## src/rtl/fetch_pkg.sv

```systemverilog
// rtl/fetch_pkg.sv - shared constants and the fetch queue entry type
package fetch_pkg;

  localparam int          INST_W   = 32;
  localparam logic [31:0] PC_INC   = 32'd4;
  localparam logic [31:0] NOP_INST = 32'h0000_0013;

  typedef struct packed {
    logic [31:0]       pc;
    logic [INST_W-1:0] inst;
  } fetch_entry_t;

endpackage

```

## src/rtl/fetch_queue.sv

```systemverilog
// rtl/fetch_queue.sv - DEPTH-entry FIFO of fetched {pc, inst} words with flush
module fetch_queue
  import fetch_pkg::*;
#(
  parameter int DEPTH = 2,
  parameter int PW    = $clog2(DEPTH),
  parameter int CW    = $clog2(DEPTH) + 1
) (
  input  logic         clock,
  input  logic         reset,
  input  logic         push,
  input  fetch_entry_t entry,
  input  logic         pop,
  input  logic         flush,
  output logic [CW-1:0] count,
  output fetch_entry_t head,
  output logic         empty,
  output logic         full
);

  fetch_entry_t  mem [DEPTH];
  logic [PW-1:0] rd_ptr;
  logic [PW-1:0] wr_ptr;

  assign head  = mem[rd_ptr];
  assign empty = (count == '0);
  assign full  = (count == CW'(DEPTH));

  // Storage and pointers; flush drops everything including a same-cycle push,
  // while a same-cycle pop is simply absorbed by the flush.
  always_ff @(posedge clock or negedge reset) begin
    if (!reset) begin
      rd_ptr <= '0;
      wr_ptr <= '0;
      count  <= '0;
      for (int i = 0; i < DEPTH; i++) mem[i] <= '0;
    end else if (flush) begin
      rd_ptr <= wr_ptr;
      count  <= '0;
    end else begin
      if (push) begin
        mem[wr_ptr] <= entry;
        wr_ptr      <= wr_ptr + PW'(1);
      end
      if (pop) rd_ptr <= rd_ptr + PW'(1);
      count <= count + CW'(push) - CW'(pop);
    end
  end

endmodule

```

## src/rtl/fetch_unit.sv

```systemverilog
// rtl/fetch_unit.sv - instruction fetch stage (PC, 1-cycle memory read, queue to decode); option FETCH_MISALIGN_TRAP_EN
module fetch_unit
  import fetch_pkg::*;
#(
  parameter logic [31:0] RESET_PC = 32'h0,
  parameter int          DEPTH    = 2,
  parameter int          ADDR_W   = 10
) (
  input  logic        clock,
  input  logic        reset,
  output logic [31:0] inst_ain,
  input  logic [31:0] inst_dout,
  output logic        if_valid,
  input  logic        if_ready,
  output logic [31:0] if_inst,
  output logic [31:0] if_pc,
  input  logic        redirect_valid,
  input  logic [31:0] redirect_pc,
  output logic        fetch_fault
);

  localparam int CW = $clog2(DEPTH) + 1;

  logic [31:0]   pc;
  logic [31:0]   req_pc;
  logic          inflight;
  logic [CW-1:0] count;
  logic [CW:0]   credit_use;
  logic          deq;
  logic          issue;
  logic          push;
  logic          empty;
  logic          full;
  logic          fault_q;
  logic [31:0]   target;
  fetch_entry_t  head;
  fetch_entry_t  entry;

`ifdef FETCH_MISALIGN_TRAP_EN
  // Misaligned redirect raises the fault; only an aligned redirect clears it.
  always_ff @(posedge clock or negedge reset) begin
    if (!reset)              fault_q <= 1'b0;
    else if (redirect_valid) fault_q <= (redirect_pc[1:0] != 2'b00);
  end
  assign target = redirect_pc;
`else
  assign fault_q = 1'b0;
  assign target  = redirect_pc & 32'hFFFF_FFFC;
`endif

  assign fetch_fault = fault_q;
  assign inst_ain    = {{(32-ADDR_W){1'b0}}, pc[ADDR_W+1:2]};
  assign if_valid    = ~empty;
  assign if_inst     = head.inst;
  assign if_pc       = head.pc;
  assign deq         = if_valid & if_ready;

  // Entries already queued plus the one in flight must leave room for a new read.
  assign credit_use  = {1'b0, count} - (CW+1)'(deq) + (CW+1)'(inflight);
  assign issue       = ~redirect_valid & ~fault_q & (credit_use < (CW+1)'(DEPTH));
  assign push        = inflight & ~redirect_valid & (~full | deq);
  assign entry       = '{pc: req_pc, inst: inst_dout};

  // PC and in-flight tracking; a redirect cancels the current read and reloads the PC.
  always_ff @(posedge clock or negedge reset) begin
    if (!reset) begin
      pc       <= RESET_PC;
      req_pc   <= '0;
      inflight <= 1'b0;
    end else if (redirect_valid) begin
      pc       <= target;
      inflight <= 1'b0;
    end else if (issue) begin
      pc       <= pc + PC_INC;
      req_pc   <= pc;
      inflight <= 1'b1;
    end else begin
      inflight <= 1'b0;
    end
  end

  fetch_queue #(.DEPTH(DEPTH)) u_queue (
    .clock (clock),
    .reset (reset),
    .push  (push),
    .entry (entry),
    .pop   (deq),
    .flush (redirect_valid),
    .count (count),
    .head  (head),
    .empty (empty),
    .full  (full)
  );

endmodule

```

## config.mk

```make
export PLATFORM = sky130hd
export DESIGN_NAME = fetch_unit
export DESIGN_NICKNAME = d
export VERILOG_FILES = /design/src/rtl/fetch_pkg.sv /design/src/rtl/fetch_queue.sv /design/src/rtl/fetch_unit.sv
export SDC_FILE = /design/constraint.sdc
export NUM_CORES = 1
export LEC_CHECK = 0
export ABC_AREA = 1
export CORE_ASPECT_RATIO = 0.6
export CORE_MARGIN = 1.5
export CORE_UTILIZATION = 40
export CTS_CLUSTER_DIAMETER = 100
export DETAILED_ROUTE_END_ITERATION = 10
export PLACE_DENSITY_LB_ADDON = 0.05
export SYNTH_ARGS = -nofsm -noshare
export SYNTH_HDL_FRONTEND = slang
export SYNTH_SLANG_ARGS = --single-unit
```

## constraint.sdc

```tcl
create_clock -name clock -period 4.5 [get_ports clock]
set_input_delay 0.9 -clock clock [delete_from_list [all_inputs] [get_ports clock]]
set_output_delay 0.9 -clock clock [all_outputs]
set_load 0.05 [all_outputs]
```

======== Word-level counts from Yosys, hierarchy flattened ========
Cells that the tools add are included.
word-level totals
  register bits after elaboration ......... 197
  input port bits ......................... 68
  output and inout port bits .............. 98
  logic and storage cells ................. 51
operators by class
  add/sub/neg operators ................... 7
  magnitude comparators ................... 4
  eq/ne operators ......................... 1
  muxes and demuxes ....................... 13
  bitwise gates (word level) .............. 10
  reduce and logical (&&, ||, !) cells .... 6
operators by type and width
  cell                                                count
  2-to-1 mux 64 bit                                   4
  bitwise mux 128 bit                                 1
  demux 64 bit (select 1 bit)                         1
  2-to-1 mux 32 bit                                   2
  adder 32 x 3 -> 32 bit, second input constant       1
  AND 1 bit                                           4
  >= comparator 2 bit, second input constant          2
  2-to-1 mux 1 bit                                    4
  inverter 1 -> 2 bit                                 2
  AND reduction 2 bit                                 2
  nonzero test 2 bit                                  2
  adder 3 x 1 -> 3 bit                                1
  < comparator 3 x 2 -> 1 bit, second input constant  1
  inverter 1 bit                                      3
  subtractor 2 x 1 -> 3 bit                           1
  adder 1 bit, second input constant                  2
  adder 2 x 1 -> 2 bit                                1
  equality test 2 bit, second input constant          1
  zero test 2 bit                                     1
  < comparator 2 x 1 -> 1 bit, second input constant  1
  2-to-1 mux 2 bit                                    1
  subtractor 2 x 1 -> 2 bit                           1
  logical AND 1 bit                                   1
  OR 1 bit                                            1

======== Longest topological paths before layout ========
Gate-level depths: netlist of the first run.
  depth after elaboration ................. 9
  depth in mapped cells ................... 15
  gate-level depth less buffers ........... 14

======== Modules after synthesis ========
From an unflattened synthesis of the first run, not the netlist that was laid out.
unflattened totals
  cell total of the unflattened synthesis .. 1065
  area total of the unflattened synthesis .. 9985.8 um^2
modules (own cells, without submodules)
  module       instances  cells each  area each (um^2)  sequential area each (um^2)
  fetch_queue  1          578         6289.8            3303.2
  fetch_unit   1          487         3696.0            1526.5

======== Worst setup path after synthesis of the first run ========
OpenSTA, ideal clock, no wires.
  path kind ............................... input to register
  from .................................... input port if_ready
  to ...................................... register pc[7]
  library setup time ...................... 138 ps
  arrival ................................. 2618 ps
  data required time ...................... 4362 ps
  setup slack ............................. 1744 ps
  stages .................................. 11
  path buffers ............................ 2
  cell sequence ........................... nand2_2 > inv_1 > ha_1 > inv_1 > nand2_1 > fa_1 > xnor2_1 > nand3_1 > buf_2 > buf_1 > o211ai_1
on the way
  longest elaborated chain between the ends .. 6
RTL lines
  item                                 line              source
  start, declared                      fetch_unit.sv:14  input logic if_ready,
  AND 1 bit                            fetch_unit.sv:56  assign deq = if_valid & if_ready;
  subtractor 2 x 1 -> 3 bit            fetch_unit.sv:59  assign credit_use = {1'b0, count} - (CW+1)'(deq) + (CW+1)'(inflight);
  adder 3 x 1 -> 3 bit                 fetch_unit.sv:59
  < comparator 3 x 2 -> 1 bit          fetch_unit.sv:60  assign issue = ~redirect_valid & ~fault_q & (credit_use < (CW+1)'(DEPTH));
  AND 1 bit                            fetch_unit.sv:60
  nonzero test 2 bit (no source line)  --
  end signal, assigned                 fetch_unit.sv:71  pc <= target;
  end signal, assigned                 fetch_unit.sv:74  pc <= pc + PC_INC;
  end, declared                        fetch_unit.sv:24  logic [31:0] pc;
Every way passes these cells.
A chain may end at the register's enable or synchronous reset.

======== Final worst setup path of the first run ========
  from .................................... register u_queue.rd_ptr
  to ...................................... output port if_inst[26]
on the way
  longest elaborated chain between the ends .. 4
RTL lines
  item                                                  line               source
  start, declared                                       fetch_queue.sv:22  logic [PW-1:0] rd_ptr;
  start signal, assigned                                fetch_queue.sv:38  rd_ptr <= wr_ptr;
  start signal, assigned                                fetch_queue.sv:45  if (pop) rd_ptr <= rd_ptr + PW'(1);
  inverter 1 -> 2 bit (implied by the code)             fetch_queue.sv:25  assign head = mem[rd_ptr];
  2-to-1 mux 64 bit (implied by the code) (3 in a row)  fetch_queue.sv:25
  end, declared                                         fetch_unit.sv:15   output logic [31:0] if_inst,
Every way passes these cells. The select of a mux whose other input is x is not followed.

==> results of run 1 <==
-- report_power, final --
group          switching (µW)  total [µW]  leakage [µW]  internal [µW]
logic                    3210        4670       0.00292           1460
registers                 501        2990       0.00236           2490
clock network             696        1520      0.000294            824
-- cell type report --
| class | instances | area, µm² | area share [%] |
|---|---|---|---|
| clock buffers | 20 | 466.7 | 4.160 |
| inverters | 125 | 469.2 | 4.182 |
| clock inverters | 12 | 125.1 | 1.115 |
| repair buffers | 152 | 1525 | 13.60 |
| well taps | 308 | 385.4 | 3.435 |
| flip-flops and latches | 189 | 4731 | 42.17 |
| multi-input cells | 801 | 3516 | 31.34 |
-- cells in the final DEF (no fill, tap or decap), drive strengths merged, types with 2 or more instances in the layout --
cell type / n
ha: 4
conb: 25
xor2: 5
dfrtp: 189
clkinv: 5
a31oi: 2
o21ai: 156
nor3: 6
o211ai: 8
nand3b: 7
nand2: 444
o21bai: 3
nor2: 59
clkbuf: 20
xnor2: 2
buf: 15
nand3: 56
inv: 131
a21oi: 14
nand4: 7
clkdlybuf4s50: 137
-- kinds of logic (layout without fill, tap and decap cells) --
group	after synthesis	after routing	share of synthesized area [%]
AND/OR/NAND/NOR	580	580	25.27
buffers and inverters	216	309	11.06
flip-flops	189	189	51.66
AO/OA/AOI/OAI	184	184	10.54
XOR/XNOR	7	7	0.6697
adder cells (fa/ha/maj)	5	5	0.7654
other	1	25	0.04096
-- flip-flops by register name, indices dropped and copies added (netlist names) --
name	count
u_queue.count	2
inflight	1
u_queue.rd_ptr	1
u_queue.wr_ptr	1
u_queue.mem	124
req_pc	30
pc	30
-- layer usage --
metal	global-route usage, %	share of wire, %
met1	32.66	56
met4	5.439	0.72
met3	3.821	5.0
met5	0	0
met2	26.80	39
-- synth_stat cells (4+ instances only) --
library cell,number
inv_1,123
buf_6,7
nor3_1,6
buf_2,13
clkbuf_1,33
xor2_1,5
a21oi_1,14
o211ai_1,8
nand3b_1,7
buf_4,35
nand2_1,441
o21ai_0,106
o21ai_1,47
dfrtp_1,189
nand3_1,56
nand4_1,7
ha_1,4
nor2_1,57
-- stage by stage --
stage / total power, µW / util [%] / setup WS (ns) / hold WS, ns
2_1_floorplan: 6261 / - / 1.744 / 0.4529
3_3_place_gp: 7664 / 47.80 / 0.8692 / 0.4663
3_5_place_dp: 7720 / 47.80 / 0.8611 / 0.4729
4_1_cts: 9266 / 50.47 / 0.8224 / 0.4907
5_1_grt: 9860 / 50.47 / 0.6982 / 0.5007
6_report: 9183 / 50.47 / 0.8861 / 0.4829
-- worst paths after layout --
path                              endpoint  slack [ns]  cells after the start
min in group asynchronous  u_queue.mem[89]        0.52                      1
hold / removal             u_queue.mem[59]        0.48                      2
setup / recovery               if_inst[26]        0.89                      5
hold reg to reg            u_queue.mem[59]        0.48                      2
setup reg to reg                    pc[23]        1.60                     14
max in group asynchronous  u_queue.mem[63]        3.04                      2
-- worst min-delay path, cell delays in order, from the launching register on --
cell	delay (ns)
dfrtp_1	0.34
nand2_1	0.05
o21ai_0	0.06
==> results by group, run 1 <==
Worst setup path
  • Crit path DAT: 2.71 ns
  • Buffers & Inverters on Critical Path: 3
  • CP max FO: 40
  • Crit. Startpoint: u_queue.rd_ptr
  • Crit-path most repeated cell: nand2_1
  • Startpoint types: flop
  • CP endpoint kind: output pin
  • Worst Path Required: 3.60 ns
  • Reg2reg start: u_queue.count[1]
  • Critical-path cell list: inv_2 > buf_4 > nand2_1 > nand2_1 > clkdlybuf4s50_1
  • Cell family with most CP delay: buffers and inverters
  • Slowest cell on crit path: clkdlybuf4s50_1
  • Max incr delay on CP: 0.81 ns
  • Critical path class: reg2out

Logic synthesis
  • Largest area contributor in the netlist: dfrtp_1
  • Synthesized area: 9155 µm²
  • Syn_area_per_cell: 7.745 µm²
  • Synth area leaders: dfrtp_1, nand2_1, o21ai_0
  • Post-synthesis cell count: 1,182
  • Asr flop ratio synth: 100.0%
  • Ys Warns: 0
  • Post-synth top flop: dfrtp_1
  • Sequential element share of the synthesized area: 51.66%
  • Post-synthesis register bit count: 189
  • EDFF count, synth: 0
  • Yosys cell types: 31
  • Synth top area share: 51.66%

Clock network
  • Max clock buf depth: 2
  • Root buf cell: clkbuf_16
  • Worst-skew pair later-pin latency: 0.44 ns
  • CTS Hold Bufs: 0
  • Clk sinks: 189
  • CTS clk-pin slew, worst paths: 0.08 ns
  • H-tree depth: 4
  • Post-CTS sizing: 0
  • CTS tree: yes
  • CTS Buf Count: 17
  • Setup Buffers After CTS: 0

STA
  • Final TNS setup: 0 ns
  • Max_slew headroom: 45.19%
  • Final hold vios: 0
  • Slew Limit Fails: 0
  • Setup-failing EPs final: 0
  • FMAX: 0.2767 GHz
  • Clk_skew: 0.01131 ns
  • Period utilization: 80.31%
  • Final min period: 3.614 ns
  • RSZ-0062 raised after global routing: no
  • Worst-Margin Slew: 0.8221 ns

Route
  • Drt drc: 0
  • DR pass1 iterations: 5
  • Vias: 7,522
  • Remaining antenna violation count: 0
  • Initial DRC Count: 596
  • DR WL/cell: 14.28 µm
  • Via-to-Cell Ratio: 4.681
  • Post-Route WL: 22,950 µm

Global routing
  • Global route overflow: 0
  • GRT Total Usage: 20.17%
  • Initial antenna violation count: 0
  • Largest net degree at the start of global routing: 88
  • Number of global-route vias before repair: 7,005
  • First-pass GRT wire length: 37,390 µm

Finish
  • Fillers: 2,210
  • Cell area after layout: 11,220 µm²
  • Layout cells sized above 1: 4.619%
  • Diodes inserted: 0
  • Layout Nets: 1,359
  • Final Instance Count excl. Fillers: 1,607
  • Area growth from synthesis to layout: 22.54%

Min path
  • Hold path start: u_queue.mem[59]
  • Worst hold path class: reg2reg

Die
  • Starting density of the core: 41.19%
  • Die span in y: 120.2 µm
  • Die ar.: 23,830 µm²
  • Row cnt: 42
  • Die Span X: 198.3 µm
  • Io pins: 166
  • Core ar.: 22,230 µm²

Placement
  • HPWL Detailed: 15,540 µm
  • Area post-placement: 10,630 µm²
  • IO Port Bufs: 138
  • Placed cells: 1,575
  • RePlAce Congestion: 0.9000

Status
  • Status: complete, no violations

Power and ir drop
  • Maximum vdd drop: 0.0003171 V
  • Leakage: 0.005574 µW
  • Pwr dens: 818.6 nW/µm²

Job
  • Max Cap Viol: 0
No activity file was read; power rests on OpenSTA's default activity.
==> inputs of run 2 (changes only) <==
==> constraint.sdc (replaced) <==
create_clock -name clock -period 3.1 [get_ports clock]
set_input_delay 0.62 -clock clock [delete_from_list [all_inputs] [get_ports clock]]
set_output_delay 0.62 -clock clock [all_outputs]
set_load 0.05 [all_outputs]
==> results by group, run 2 (synthesis results as in run 1) <==
Global routing
  • Initial antenna violation count: 0 (unchanged)
  • Largest net degree at the start of global routing: 88 (unchanged)
  • GRT Total Usage: 20.33% (+0.17 points)
  • Global route overflow: 0 (unchanged)
  • First-pass GRT wire length: 37,590 µm (+0.53%)
  • Number of global-route vias before repair: 6,942 (-0.90%)

Finish
  • Top Registers: u_queue.mem (124), pc (30), req_pc (30)
  • Layout Nets: 1,368 (+0.66%)
  • Fin util: 53.88% (+3.4 points)
  • Layout cells sized above 1: 10.02% (+5.4 points)
  • Area growth from synthesis to layout: 30.82%
  • Max reg flops: 124 (unchanged)
  • Most frequent cells in the layout: nand2_1, dfrtp_1, inv_1
  • Diodes inserted: 0 (unchanged)
  • Cell area after layout: 11,980 µm² (+6.8%)
  • Commonest non-fill, non-tap cell in the layout: nand2_1
  • Most flop-heavy register: u_queue.mem

Route
  • Vias: 7,542 (+0.27%)
  • DR WL/cell: 14.17 µm (-0.74%)
  • Remaining antenna violation count: 0 (unchanged)
  • Post-Route WL: 22,910 µm (-0.18%)
  • DR pass1 iterations: 5 (unchanged)
  • Initial DRC Count: 686 (+15%)
  • Drt drc: 0 (unchanged)
  • Via-to-Cell Ratio: 4.667 (-0.29%)

Worst setup path
  • Critical path class: in2reg
  • Critical-path cell list: clkdlybuf4s50_1 > nand2_2 > inv_1 > ha_1 > inv_1 > nand2_1 > fa_1 > xnor2_1 > nand3_2 > buf_12 > nor2_1 > o21ai_0 > nand3b_1
  • CP max FO: 22 (-45%)
  • Worst reg-to-reg path cell count: 14 (unchanged)
  • R2r setup slk: 0.41 ns (-1.19 ns)
  • Worst Path Required: 3.47 ns (-0.13 ns)
  • Slowest cell on crit path: clkdlybuf4s50_1
  • Max incr delay on CP: 0.50 ns (-0.31 ns)
  • CP endpoint kind: flop
  • Crit path DAT: 3.10 ns (+0.39 ns)
  • Startpoint types: input pin
  • Crit-path most repeated cell: inv_1
  • Critical R2R Capture: pc[17]
  • Reg2reg start: u_queue.count[1]

Die
  • Die span in y: 120.2 µm (unchanged)
  • Starting density of the core: 41.19% (unchanged)
  • Die Span X: 198.3 µm (unchanged)
  • Die ar.: 23,830 µm² (unchanged)
  • Io pins: 166 (unchanged)
  • Row cnt: 42 (unchanged)
  • Core ar.: 22,230 µm² (unchanged)

Clock network
  • H-tree depth: 4 (unchanged)
  • CTS clk-pin slew, worst paths: 0.07 ns (about the same)
  • Max clock buf depth: 2 (unchanged)
  • CTS Hold Bufs: 0 (unchanged)
  • Clk sinks: 189 (unchanged)
  • Root buf cell: clkbuf_16
  • CTS Buf Count: 17 (unchanged)
  • Setup Buffers After CTS: 0 (unchanged)
  • Worst-skew pair later-pin latency: 0.43 ns (about the same)
  • Post-CTS sizing: 0 (unchanged)
  • CTS tree: yes

STA
  • Setup-failing EPs final: 0 (unchanged)
  • FMAX: 0.3666 GHz
  • Clk_skew: 0.005367 ns (-0.005944 ns)
  • Max_slew headroom: 50.23% (+5.0 points)
  • Worst-Margin Slew: 0.7466 ns (-0.07551 ns)
  • Final hold vios: 0 (unchanged)
  • Final TNS setup: 0 ns (unchanged)
  • Slew Limit Fails: 0 (unchanged)
  • Final min period: 2.728 ns
  • RSZ-0062 raised after global routing: no
  • Period utilization: 88.00%

Placement
  • RePlAce Congestion: 0.9094 (+1.0%)
  • Area post-placement: 11,380 µm² (+7.1%)
  • HPWL Detailed: 15,760 µm (+1.4%)
  • IO Port Bufs: 138 (unchanged)

Power and ir drop
  • Power, Total: 14,910 µW (+62%)
  • Maximum vdd drop: 0.0005845 V (+84%)
  • Pwr dens: 1245 nW/µm² (+52%)
  • Leakage: 0.005958 µW (+6.9%)

Min path
  • Worst hold path class: in2async

Job
  • Max Cap Viol: 0 (unchanged)

Status
  • Status: complete, no violations
run 2: cell types whose count changed in the layout (fill, tap and decap cells not counted), moves of 2 or more:
cell and change:
buf_4 +4, clkbuf_8 -2, buf_12 +67, inv_6 -2, clkdlybuf4s50_1 -62, clkinvlp_4 +2
run 2: metrics by stage:
| step | setup slack, ns | hold WS (ns) | cells |
|---|---|---|---|
| after global placement | 0.06281 | 0.4653 | 1584 |
| after global routing | 0.2245 | 0.2086 | 1616 |
| after detailed placement | 0.001596 | 0.4729 | 1584 |
| after CTS | 0.4222 | 0.1886 | 1616 |
| final | 0.3721 | 0.1662 | 1616 |
| after floorplan | 0.4832 | 0.3244 | 1206 |
run 2: final cells by class:
class / instances / area [µm²]
fillers: 2135 / 10250
flip-flops and latches: 189 / 4731
multi-input cells: 801 / 3516
repair buffers: 161 / 2276
inverters: 125 / 469.2
clock buffers: 18 / 439.2
well taps: 308 / 385.4
clock inverters: 14 / 160.2
run 2: how the worst max path moves through the flow:
stage | start | endpoint | slack [ns] | depth (start not counted)
floorplan | u_queue.count[1] | pc[7] | 0.48 | 13
global placement | if_ready | pc[14] | 0.06 | 14
detailed placement | if_ready | pc[19] | 0.002 | 13
CTS | if_ready | pc[18] | 0.42 | 14
global route | u_queue.count[1] | pc[11] | 0.22 | 15
finish | if_ready | pc[17] | 0.37 | 13
run 2: worst max-delay path: cells and delay by family:
kind | cells | cell delay (ns)
xor+xnor | 1 | 0.23
compound gates | 1 | 0.14
simple gates | 5 | 0.62
buf+inv | 4 | 0.88
fa+ha+maj | 2 | 0.62
run 2: routing by layer:
layer,vias up,GRT usage (%),wire [µm]
li1,3852,-,-
met1,3463,32.97,12510
met2,212,26.45,8786
met3,15,4.770,1430
met4,0,5.057,182
met5,-,0,0
run 2: power by group:
group / total, µW / internal, µW / switching (µW) / leakage (µW)
clock network: 2250 / 1230 / 1020 / 0.000291
logic: 8320 / 3350 / 4980 / 0.00331
registers: 4330 / 3610 / 720 / 0.00236
total: 14900 / 8190 / 6720 / 0.00596
==> inputs of run 3 (changes only) <==
--- a/config.mk
+++ b/config.mk
@@ -12,6 +12,7 @@
 export CTS_CLUSTER_DIAMETER = 100
 export DETAILED_ROUTE_END_ITERATION = 10
 export PLACE_DENSITY_LB_ADDON = 0.05
+export RECOVER_POWER = 25
 export SYNTH_ARGS = -nofsm -noshare
 export SYNTH_HDL_FRONTEND = slang
 export SYNTH_SLANG_ARGS = --single-unit
==> results by group, run 3 (synthesis results as in run 1) <==
Status
  • Status: complete, but fails checks
  • Violated checks: capacitance limit, slew limit

Finish
  • Area growth from synthesis to layout: 30.55%
  • Most frequent cells in the layout: nand2_1, dfrtp_1, inv_1
  • Layout cells sized above 1: 9.939% (-0.076 points)
  • Diodes inserted: 0 (unchanged)
  • Layout Nets: 1,368 (unchanged)
  • Max reg flops: 124 (unchanged)
  • Final Instance Count excl. Fillers: 1,616 (unchanged)
  • Top Registers: u_queue.mem (124), pc (30), req_pc (30)
  • Most flop-heavy register: u_queue.mem
  • Fin util: 53.77% (-0.11 points)
  • Commonest non-fill, non-tap cell in the layout: nand2_1
  • Cell area after layout: 11,950 µm² (-0.21%)

Die
  • Die Span X: 198.3 µm (unchanged)
  • Io pins: 166 (unchanged)
  • Row cnt: 42 (unchanged)
  • Core ar.: 22,230 µm² (unchanged)
  • Die span in y: 120.2 µm (unchanged)
  • Die ar.: 23,830 µm² (unchanged)
  • Starting density of the core: 41.19% (unchanged)

STA
  • Max_slew headroom: -15.66% (-66 points)
  • RSZ-0062 raised after global routing: no
  • Clk_skew: 0.006524 ns (+0.001157 ns)
  • Slew Limit Fails: 68 (+68)
  • Worst-Margin Slew: 1.735 ns (+0.9882 ns)
  • Setup-failing EPs final: 0 (unchanged)
  • Final TNS setup: 0 ns (unchanged)
  • Period utilization: 88.16% (+0.17 points)
  • Final min period: 2.733 ns (+0.005215 ns)
  • FMAX: 0.3659 GHz (-0.19%)
  • Final hold vios: 0 (unchanged)

Route
  • Remaining antenna violation count: 0 (unchanged)
  • Initial DRC Count: 666 (-2.9%)
  • Vias: 7,533 (-0.12%)
  • DR pass1 iterations: 5 (unchanged)
  • DR WL/cell: 14.15 µm (-0.15%)
  • Via-to-Cell Ratio: 4.662 (-0.12%)
  • Post-Route WL: 22,870 µm (-0.15%)
  • Drt drc: 0 (unchanged)

Clock network
  • Clk sinks: 189 (unchanged)
  • Root buf cell: clkbuf_16
  • CTS Buf Count: 17 (unchanged)
  • Setup Buffers After CTS: 0 (unchanged)
  • CTS clk-pin slew, worst paths: 0.07 ns (about the same)
  • CTS Hold Bufs: 0 (unchanged)
  • CTS tree: yes
  • H-tree depth: 4 (unchanged)
  • Post-CTS sizing: 0 (unchanged)
  • Worst-skew pair later-pin latency: 0.43 ns (about the same)
  • Max clock buf depth: 2 (unchanged)

Worst setup path
  • Startpoint types: input pin
  • CP endpoint kind: flop
  • Critical R2R Capture: pc[17]
  • Worst reg-to-reg path cell count: 14 (unchanged)
  • CP max FO: 22 (unchanged)
  • Reg2reg start: u_queue.count[1]
  • Crit. Startpoint: if_ready
  • Crit path DAT: 3.11 ns (about the same)
  • Worst Setup EP: pc[17]
  • Worst Path Required: 3.47 ns (about the same)
  • Critical path class: in2reg
  • R2r setup slk: 0.40 ns (about the same)

Placement
  • IO Port Bufs: 138 (unchanged)
  • HPWL Detailed: 15,760 µm (unchanged)
  • RePlAce Congestion: 0.9094 (unchanged)
  • Placed cells: 1,584 (unchanged)
  • Area post-placement: 11,380 µm² (unchanged)

Power and ir drop
  • Leakage: 0.005947 µW (-0.18%)
  • Power, Total: 14,910 µW (about the same)
  • Maximum vdd drop: 0.0005812 V (-0.57%)
  • Pwr dens: 1247 nW/µm² (+0.20%)

Job
  • Max Cap Viol: 1 (+1)

Global routing
  • Initial antenna violation count: 0 (unchanged)
  • First-pass GRT wire length: 37,590 µm (unchanged)
  • GRT Total Usage: 20.33% (unchanged)
  • Largest net degree at the start of global routing: 88 (unchanged)
  • Global route overflow: 0 (unchanged)
  • Number of global-route vias before repair: 6,942 (unchanged)

Min path
  • Worst hold path class: reg2reg
## run 3: per-stage QoR
stage,worst slack [ns],hold slack [ns]
2_1_floorplan,0.4832,0.3244
3_3_place_gp,0.06281,0.4653
3_5_place_dp,0.001596,0.4729
4_1_cts,0.4222,0.1886
5_1_grt,0.1509,0.5077
6_report,0.3669,0.4845
## run 3: layout make-up
class	count	area (µm²)
fill	2142	10280
clock inverter	14	160.2
inverter	125	469.2
tap	308	385.4
multi-input combinational	801	3516
timing repair buffer	161	2251
sequential	189	4731
clock buffer	18	439.2
## run 3: where the power goes
group          leakage (µW)  switching (µW)  internal (µW)
sequential          0.00236             724           3610
clock              0.000291            1030           1230
combinational       0.00330            4970           3340
total               0.00595            6720           8180
## run 3: worst max-delay path: stages
cell and delay [ns]:
clkdlybuf4s50_1 0.50, nand2_2 0.08, inv_1 0.09, ha_1 0.24, inv_1 0.09, nand2_1 0.07
fa_1 0.38, xnor2_1 0.23, nand3_2 0.17, buf_12 0.20, nor2_1 0.20, o21ai_0 0.14
nand3b_1 0.10
## run 3: worst min-delay path by stage
stage	startpoint	end	slack [ns]	cells past startpoint
after floorplan	reset	inflight	0.32	0
after global placement	u_queue.mem[54]	u_queue.mem[54]	0.47	2
after detailed placement	u_queue.mem[56]	u_queue.mem[56]	0.47	2
after CTS	reset	u_queue.mem[25]	0.19	1
after global routing	u_queue.mem[47]	u_queue.mem[47]	0.51	2
final	u_queue.mem[99]	u_queue.mem[99]	0.48	2
## run 3: metal layers
metal	vias up	track usage [%]	share of wire (%)
met5	-	0	0
met4	0	5.057	0.80
met3	15	4.770	5.7
met2	195	26.45	39
met1	3468	32.97	55
li1	3855	-	-
